### src/rtl/uart_rx_if.sv
// Serial input line and received-byte outputs of the UART receiver.
interface uart_rx_if;
    logic       RX;
    logic [7:0] RX_data;
    logic       RX_valid;
    logic       RX_frame_err;
    logic       q_busy;

    // Receiver side: samples the line, produces the byte strobes
    modport master (
        input  RX,
        output RX_data,
        output RX_valid,
        output RX_frame_err,
        output q_busy
    );

    // Line driver / command decoder side
    modport slave (
        output RX,
        input  RX_data,
        input  RX_valid,
        input  RX_frame_err,
        input  q_busy
    );
endinterface

### src/rtl/uart_rx.sv
// 8N1 UART receiver: mid-bit sampling, one-cycle valid / framing-error strobes.
module uart_rx #(
    parameter int unsigned BAUDRATE = 300000,
    parameter int unsigned CLK_FREQ = 50000000
) (
    input  logic       clk,
    input  logic       reset,
    uart_rx_if.master  rx_if
);
    localparam int unsigned CYCLES = CLK_FREQ / BAUDRATE;
    localparam int unsigned HALF   = CYCLES / 2;
    localparam int unsigned CNT_W  = $clog2(CYCLES);

    typedef enum logic [2:0] {
        IDLE,
        START,
        DATA,
        STOP,
        WAIT_HIGH
    } state_e;

    state_e             state_q, state_d;
    logic [1:0]         sync_q, sync_d;
    logic [CNT_W-1:0]   cnt_q, cnt_d;
    logic [2:0]         bit_q, bit_d;
    logic [7:0]         shift_q, shift_d;
    logic [7:0]         data_q, data_d;
    logic               valid_q, valid_d;
    logic               ferr_q, ferr_d;
    logic               rx_s;

    assign rx_s = sync_q[1];

    // Two-stage synchronizer input for the asynchronous line
    always_comb begin
        sync_d = {sync_q[0], rx_if.RX};
    end

    // State and datapath registers, synchronous active-low reset
    always_ff @(posedge clk) begin
        if (!reset) begin
            state_q <= IDLE;
            sync_q  <= 2'b11;
            cnt_q   <= '0;
            bit_q   <= '0;
            shift_q <= '0;
            data_q  <= '0;
            valid_q <= 1'b0;
            ferr_q  <= 1'b0;
        end else begin
            state_q <= state_d;
            sync_q  <= sync_d;
            cnt_q   <= cnt_d;
            bit_q   <= bit_d;
            shift_q <= shift_d;
            data_q  <= data_d;
            valid_q <= valid_d;
            ferr_q  <= ferr_d;
        end
    end

    // Next-state, bit-period counter and sampling decisions
    always_comb begin
        state_d = state_q;
        cnt_d   = cnt_q + CNT_W'(1);
        bit_d   = bit_q;
        shift_d = shift_q;
        data_d  = data_q;
        valid_d = 1'b0;
        ferr_d  = 1'b0;

        case (state_q)
            IDLE: begin
                cnt_d = '0;
                if (!rx_s) begin
                    state_d = START;
                end
            end
            START: begin
                if (cnt_q == CNT_W'(HALF - 1)) begin
                    cnt_d = '0;
                    if (!rx_s) begin
                        state_d = DATA;
                        bit_d   = 3'd0;
                    end else begin
                        // Start bit did not survive to mid-bit: treat as a glitch
                        state_d = IDLE;
                    end
                end
            end
            DATA: begin
                if (cnt_q == CNT_W'(CYCLES - 1)) begin
                    cnt_d   = '0;
                    shift_d = {rx_s, shift_q[7:1]};
                    bit_d   = bit_q + 3'd1;
                    if (bit_q == 3'd7) begin
                        state_d = STOP;
                    end
                end
            end
            STOP: begin
                if (cnt_q == CNT_W'(CYCLES - 1)) begin
                    cnt_d = '0;
                    if (rx_s) begin
                        data_d  = shift_q;
                        valid_d = 1'b1;
                        state_d = IDLE;
                    end else begin
                        ferr_d  = 1'b1;
                        state_d = WAIT_HIGH;
                    end
                end
            end
            WAIT_HIGH: begin
                // A held-low line must return high before another start is accepted
                cnt_d = '0;
                if (rx_s) begin
                    state_d = IDLE;
                end
            end
            default: begin
                cnt_d   = '0;
                state_d = IDLE;
            end
        endcase
    end

    assign rx_if.RX_data      = data_q;
    assign rx_if.RX_valid     = valid_q;
    assign rx_if.RX_frame_err = ferr_q;
    assign rx_if.q_busy       = (state_q != IDLE);

endmodule
### src/flat_wrapper.sv
// flat-port wrapper written by rule: the top's interface ports become plain ports
module uart_rx_flat 
#(
    parameter int unsigned BAUDRATE = 300000,
    parameter int unsigned CLK_FREQ = 50000000
)
  (clk, reset, rx_if_RX, rx_if_RX_data, rx_if_RX_valid, rx_if_RX_frame_err, rx_if_q_busy);
  uart_rx_if rx_if_i ();
  input  logic clk;
  input  logic reset;
  input wire logic [$bits(rx_if_i.RX)-1:0] rx_if_RX;
  output wire logic [$bits(rx_if_i.RX_data)-1:0] rx_if_RX_data;
  output wire logic [$bits(rx_if_i.RX_valid)-1:0] rx_if_RX_valid;
  output wire logic [$bits(rx_if_i.RX_frame_err)-1:0] rx_if_RX_frame_err;
  output wire logic [$bits(rx_if_i.q_busy)-1:0] rx_if_q_busy;
  assign rx_if_i.RX = rx_if_RX;
  assign rx_if_RX_data = rx_if_i.RX_data;
  assign rx_if_RX_valid = rx_if_i.RX_valid;
  assign rx_if_RX_frame_err = rx_if_i.RX_frame_err;
  assign rx_if_q_busy = rx_if_i.q_busy;
  uart_rx #(.BAUDRATE(BAUDRATE), .CLK_FREQ(CLK_FREQ)) u_core (.clk(clk), .reset(reset), .rx_if(rx_if_i));
endmodule
### config.mk
export PLATFORM = sky130hd
export DESIGN_NAME = uart_rx_flat
export DESIGN_NICKNAME = d
export VERILOG_FILES = /design/src/rtl/uart_rx_if.sv /design/src/rtl/uart_rx.sv /design/src/flat_wrapper.sv
export SDC_FILE = /design/constraint.sdc
export NUM_CORES = 1
export LEC_CHECK = 0
export ABC_CLOCK_PERIOD_IN_PS = 2000
export CAP_MARGIN = 20
export CORE_MARGIN = 3
export CORE_UTILIZATION = 35
export DETAILED_ROUTE_END_ITERATION = 8
export PLACE_DENSITY = 0.61
export SYNTH_ARGS = -nofsm -noshare
export SYNTH_HDL_FRONTEND = slang
export SYNTH_SLANG_ARGS = --single-unit
### constraint.sdc
create_clock -name clk -period 2 [get_ports clk]
set_input_delay 0.3 -clock clk [delete_from_list [all_inputs] [get_ports clk]]
set_output_delay 0.3 -clock clk [all_outputs]
set_load 0.005 [all_outputs]
### Yosys cells after proc, flatten, opt, wreduce, memory -nomap -nowiden

Cells that the tools add are included.
W data, S select, Z words.

* flip-flop bits (word level): 34
* output and inout port bits: 11

* eq/ne operators: 14
* multiplexer cells: 18
* reductions and logical operators: 9
* add/sub/neg operators: 2

Operators with widths (number)
* $mux W3: 10
* $mux W8: 2
* $pmux W8 S2: 1
* $pmux W3 S5: 1
* $ne A2 B1 Y1 const B: 5
* $add A8 B1 Y8 const B: 1
* $eq A8 B7 Y1 const B: 1
* $eq A8 B8 Y1 const B: 1
* $eq A3 B2 Y1 const B: 2
* $eq A3 B3 Y1 const B: 2
* $pmux W3 S2: 1
* $reduce_and A3 Y1: 2
* $reduce_and A6 Y1: 1
* $ne A2 B2 Y1 const B: 2
* $reduce_and A4 Y1: 1
* $add A3 B1 Y3 const B: 1
* $eq A3 B1 Y1 const B: 1
* $logic_not A3 Y1: 1
* $reduce_bool A3 Y1: 1
* $mux W1: 2
* $mux W2: 1
* $reduce_and A2 Y1: 1
* $reduce_bool A2 Y1: 1
* $reduce_or A2 Y1: 1

### Longest topological paths before layout

* depth after elaboration: 4
* mapped depth: 7
* depth with buffers taken out: 7

### Worst setup path after synthesis

OpenSTA, ideal clock, no wires.

* path kind: register -> register
* from: reg u_core.cnt_q[0]
* to: reg u_core.state_q[1]
* arrival: 1757 ps
* setup slack: 173 ps
* period minus slack after synthesis: 1827 ps
* cell stages (with the launch flop): 8
* library setup time: 70 ps
* required time: 1930 ps
* path through: dfxtp_1 > inv_1 > ha_1 > nor4bb_1 > a311oi_1 > a31o_2 > or4_1 > a21boi_1

* word-level cells in the longest chain between the ends: 3

RTL lines
* start, declared: line uart_rx.sv:24 `logic [CNT_W-1:0] cnt_q, cnt_d;`
* start signal, assigned: line uart_rx.sv:53 `cnt_q <= cnt_d;`
* $eq A8 B8 Y1 / $eq A8 B7 Y1 (equally long branches): line uart_rx.sv:92, uart_rx.sv:102, uart_rx.sv:80
* $ne A2 B1 Y1 (no source line)
* $reduce_and A6 Y1 (no source line) (*)
* end signal, assigned: line uart_rx.sv:51 `state_q <= state_d;`
* end, declared: line uart_rx.sv:22 `state_e state_q, state_d;`

Mark *: on every way between the ends. The rest lies on a longest branch, timed or not.
A chain may end at the register's enable or synchronous reset.

### Worst setup path in the final report

* from: reg u_core.cnt_q[5]
* to: reg u_core.state_q[1]

The elaborated chain is that of the path after synthesis.

==> results by group <==
STA
  – Fin Hold WS: 0.406 ns
  – Final clock skew: 0.00693 ns
  – Crit share post-route: 0.940
  – Max Slew Vio Count: 0
  – Final worst-path setup slack: 0.119 ns
  – Final Hold Viols: 0
  – Setup TNS: 0 ns
  – Final min period: 1.88 ns
  – Relative slew slack: 0.737
  – Final setup violation count: 0
  – Worst-Margin Slew: 0.395 ns
  – Fmax: 532 MHz
  – RSZ-0062 raised after global routing: false

Clock tree
  – Clk sinks: 34
  – CTS root buf: clkbuf_8
  – H-tree Lvls: 2
  – Cts bufs inserted: 5
  – TritonCTS clock tree: built
  – Clock-pin slew on the worst setup and hold paths: 0.07 ns
  – Max clock buf depth: 2
  – Worst-Skew Late Latency: 0.29 ns
  – Hold-fix buffer count after cts: 0

Yosys
  – Mapped Area: 1460 um^2
  – Primary FF master, synth: dfxtp_1
  – Cells after Synth: 145
  – Commonest cells in the netlist: 34 x dfxtp_1, 17 x mux2i_1, 16 x nor2b_1, 11 x nor2_1
  – YS warnings: 0
  – Dominant cell type by area after synthesis: dfxtp_1
  – Yosys reg bits: 34
  – Most frequent cell after synthesis: dfxtp_1
  – Synth Net Count: 153
  – Yosys top cell area share: 0.467
  – EDFF count, synth: 0
  – Synth area leaders: dfxtp_1 47%, mux2i_1 12%, nor2b_1 6.9%
  – Fraction of registers with async set/reset: 0
  – Synth unique cells: 37
  – Register area share after synthesis: 0.467
  – Avg Inst Size Synth: 10.0 um^2

Placement
  – Placed cell area: 1670 um^2
  – Routability cong.: 0.885
  – DP HPWL: 1760 um
  – Port bufs: 13
  – Pre-CTS WS: 0.0975 ns

Floorplanning
  – Die Y: 70.5 um
  – Core Footprint: 3830 um^2
  – Starting Density: 0.381
  – Die ar.: 4970 um^2
  – Site Rows: 22
  – I/O Pins: 14
  – Die Wd: 70.5 um

Layout
  – Area growth, synth to finish: 24.7%
  – Number of fill cells: 346
  – Nets: 174
  – Share of cells above drive strength 1: 0.132
  – Design area: 1820 um^2
  – Diode count: 0

GRT
  – GR Util All Layers: 0.113
  – GR Overflow Total: 0
  – Largest net degree at the start of global routing: 16
  – Vias in the first global route: 952
  – First-pass GRT wire length: 4370 um
  – Antenna violations before repair: 0

Critical path
  – Setup crit end kind: flop
  – Highest net fanout along the worst path: 5
  – Max stage delay on crit path: 0.50 ns
  – Crit Path Category: reg -> reg
  – Critical path, cell by cell: and4bb_1 -> nand4b_2 -> a31o_2 -> or4_1 -> a21boi_1
  – Critical Path RT: 2.22 ns
  – WP data arrival: 2.10 ns
  – Worst setup SP type: flop
  – Slowest-stage cell, CP: or4_1

Routing
  – Initial DRC Count: 92
  – WL per Instance: 11.5 um
  – Wirelength, routed: 2480 um
  – Post-route antenna net violation count: 0
  – Avg Vias per Cell: 4.92
  – Vias: 1057
  – First drt pass iteration count: 4
  – Drt drc: 0

Power and ir drop
  – Peak supply drop: 0.297 mV
  – Total power density per cell area: 741 nW/um^2
  – Leakage: 0.000710 uW

Hold path
  – Hold Path Class: reg -> reg

Job
  – # Max-Cap Violations: 0

Outcome
  – Status: complete, no violations
## cell type report
class	count	area [um^2]	area share
clock inverter	3	45.0	0.0248
sequential	34	681	0.375
timing repair buffer	21	190	0.105
inverter	3	11.3	0.00620
clock buffer	5	68.8	0.0379
multi-input combinational	101	761	0.419
tap	48	60.1	0.0331
## sequential cells by signal, indices dropped and copies added, names as in the netlist
register and count:
u_core.sync_q 2, u_core.shift_q 8, u_core.cnt_q 8, u_core.rx_if.RX_valid 1, u_core.bit_q 3, u_core.rx_if.RX_data 8, u_core.state_q 3, u_core.rx_if.RX_frame_err 1
## cell families after synthesis
group	count (synthesis)	synth area share
AO/OA/AOI/OAI	14	0.0722
XOR/XNOR	6	0.0361
adder cells (fa/ha/maj)	5	0.0430
buffers and inverters	10	0.0292
flip-flops	34	0.467
multiplexers	17	0.117
AND/OR/NAND/NOR	59	0.235
## cells in the final DEF, fill, tap and decap left out, types with 2 or more instances in the layout
cell             count
nand2b_1             4
nor2b_1             16
clkbuf_8             5
inv_1                3
xor2_1               5
clkdlybuf4s50_1     13
nand3_1              7
nor2_1              11
dfxtp_1             34
and3_1               3
o22ai_1              3
clkinvlp_4           2
buf_4                8
ha_1                 5
nand2_1              7
mux2i_1             17
## metal layers
metal,vias up,track usage,part of all wire
met5,-,0,0
met4,0,0.0660,0.028
met1,474,0.141,0.46
li1,545,-,-
met3,9,0.0532,0.068
met2,29,0.158,0.44
## timing repair
item | 4_1_cts | 5_1_grt
endpoints found under the setup margin | 0 | 9
setup buffers | 0 | 1
gates resized for setup | 0 | 4
## worst max-delay path, delay by kind of cell (launching register included)
kind | cells | cell delay (ns)
and+or+nand+nor | 3 | 0.93
DFF | 1 | 0.45
AOI/OAI and AO/OA | 2 | 0.44
## final timing paths
path                          from                end  slack (ns)  cells after the start
setup / recovery   u_core.cnt_q[5]  u_core.state_q[1]        0.12                      5
hold / removal    u_core.sync_q[0]   u_core.sync_q[1]        0.41                      1
setup reg to reg   u_core.cnt_q[5]  u_core.state_q[1]        0.12                      5
hold reg to reg   u_core.sync_q[0]   u_core.sync_q[1]        0.41                      1
## power by group
part	internal [uW]	leakage, uW	total (uW)	switching (uW)
clock network	370	0.0000504	620	250
registers	680	0.000274	684	4.11
logic	22.5	0.000385	41.5	19.0
total	1070	0.000710	1350	273
## through the flow
step	utilization	std cells	total power, uW
global placement	0.436	206	737
CTS	0.466	214	1360
finish	0.475	215	1350
detailed placement	0.436	206	738
global route	0.475	215	1400
floorplan	-	145	724
(Power assumes the default switching activity.)
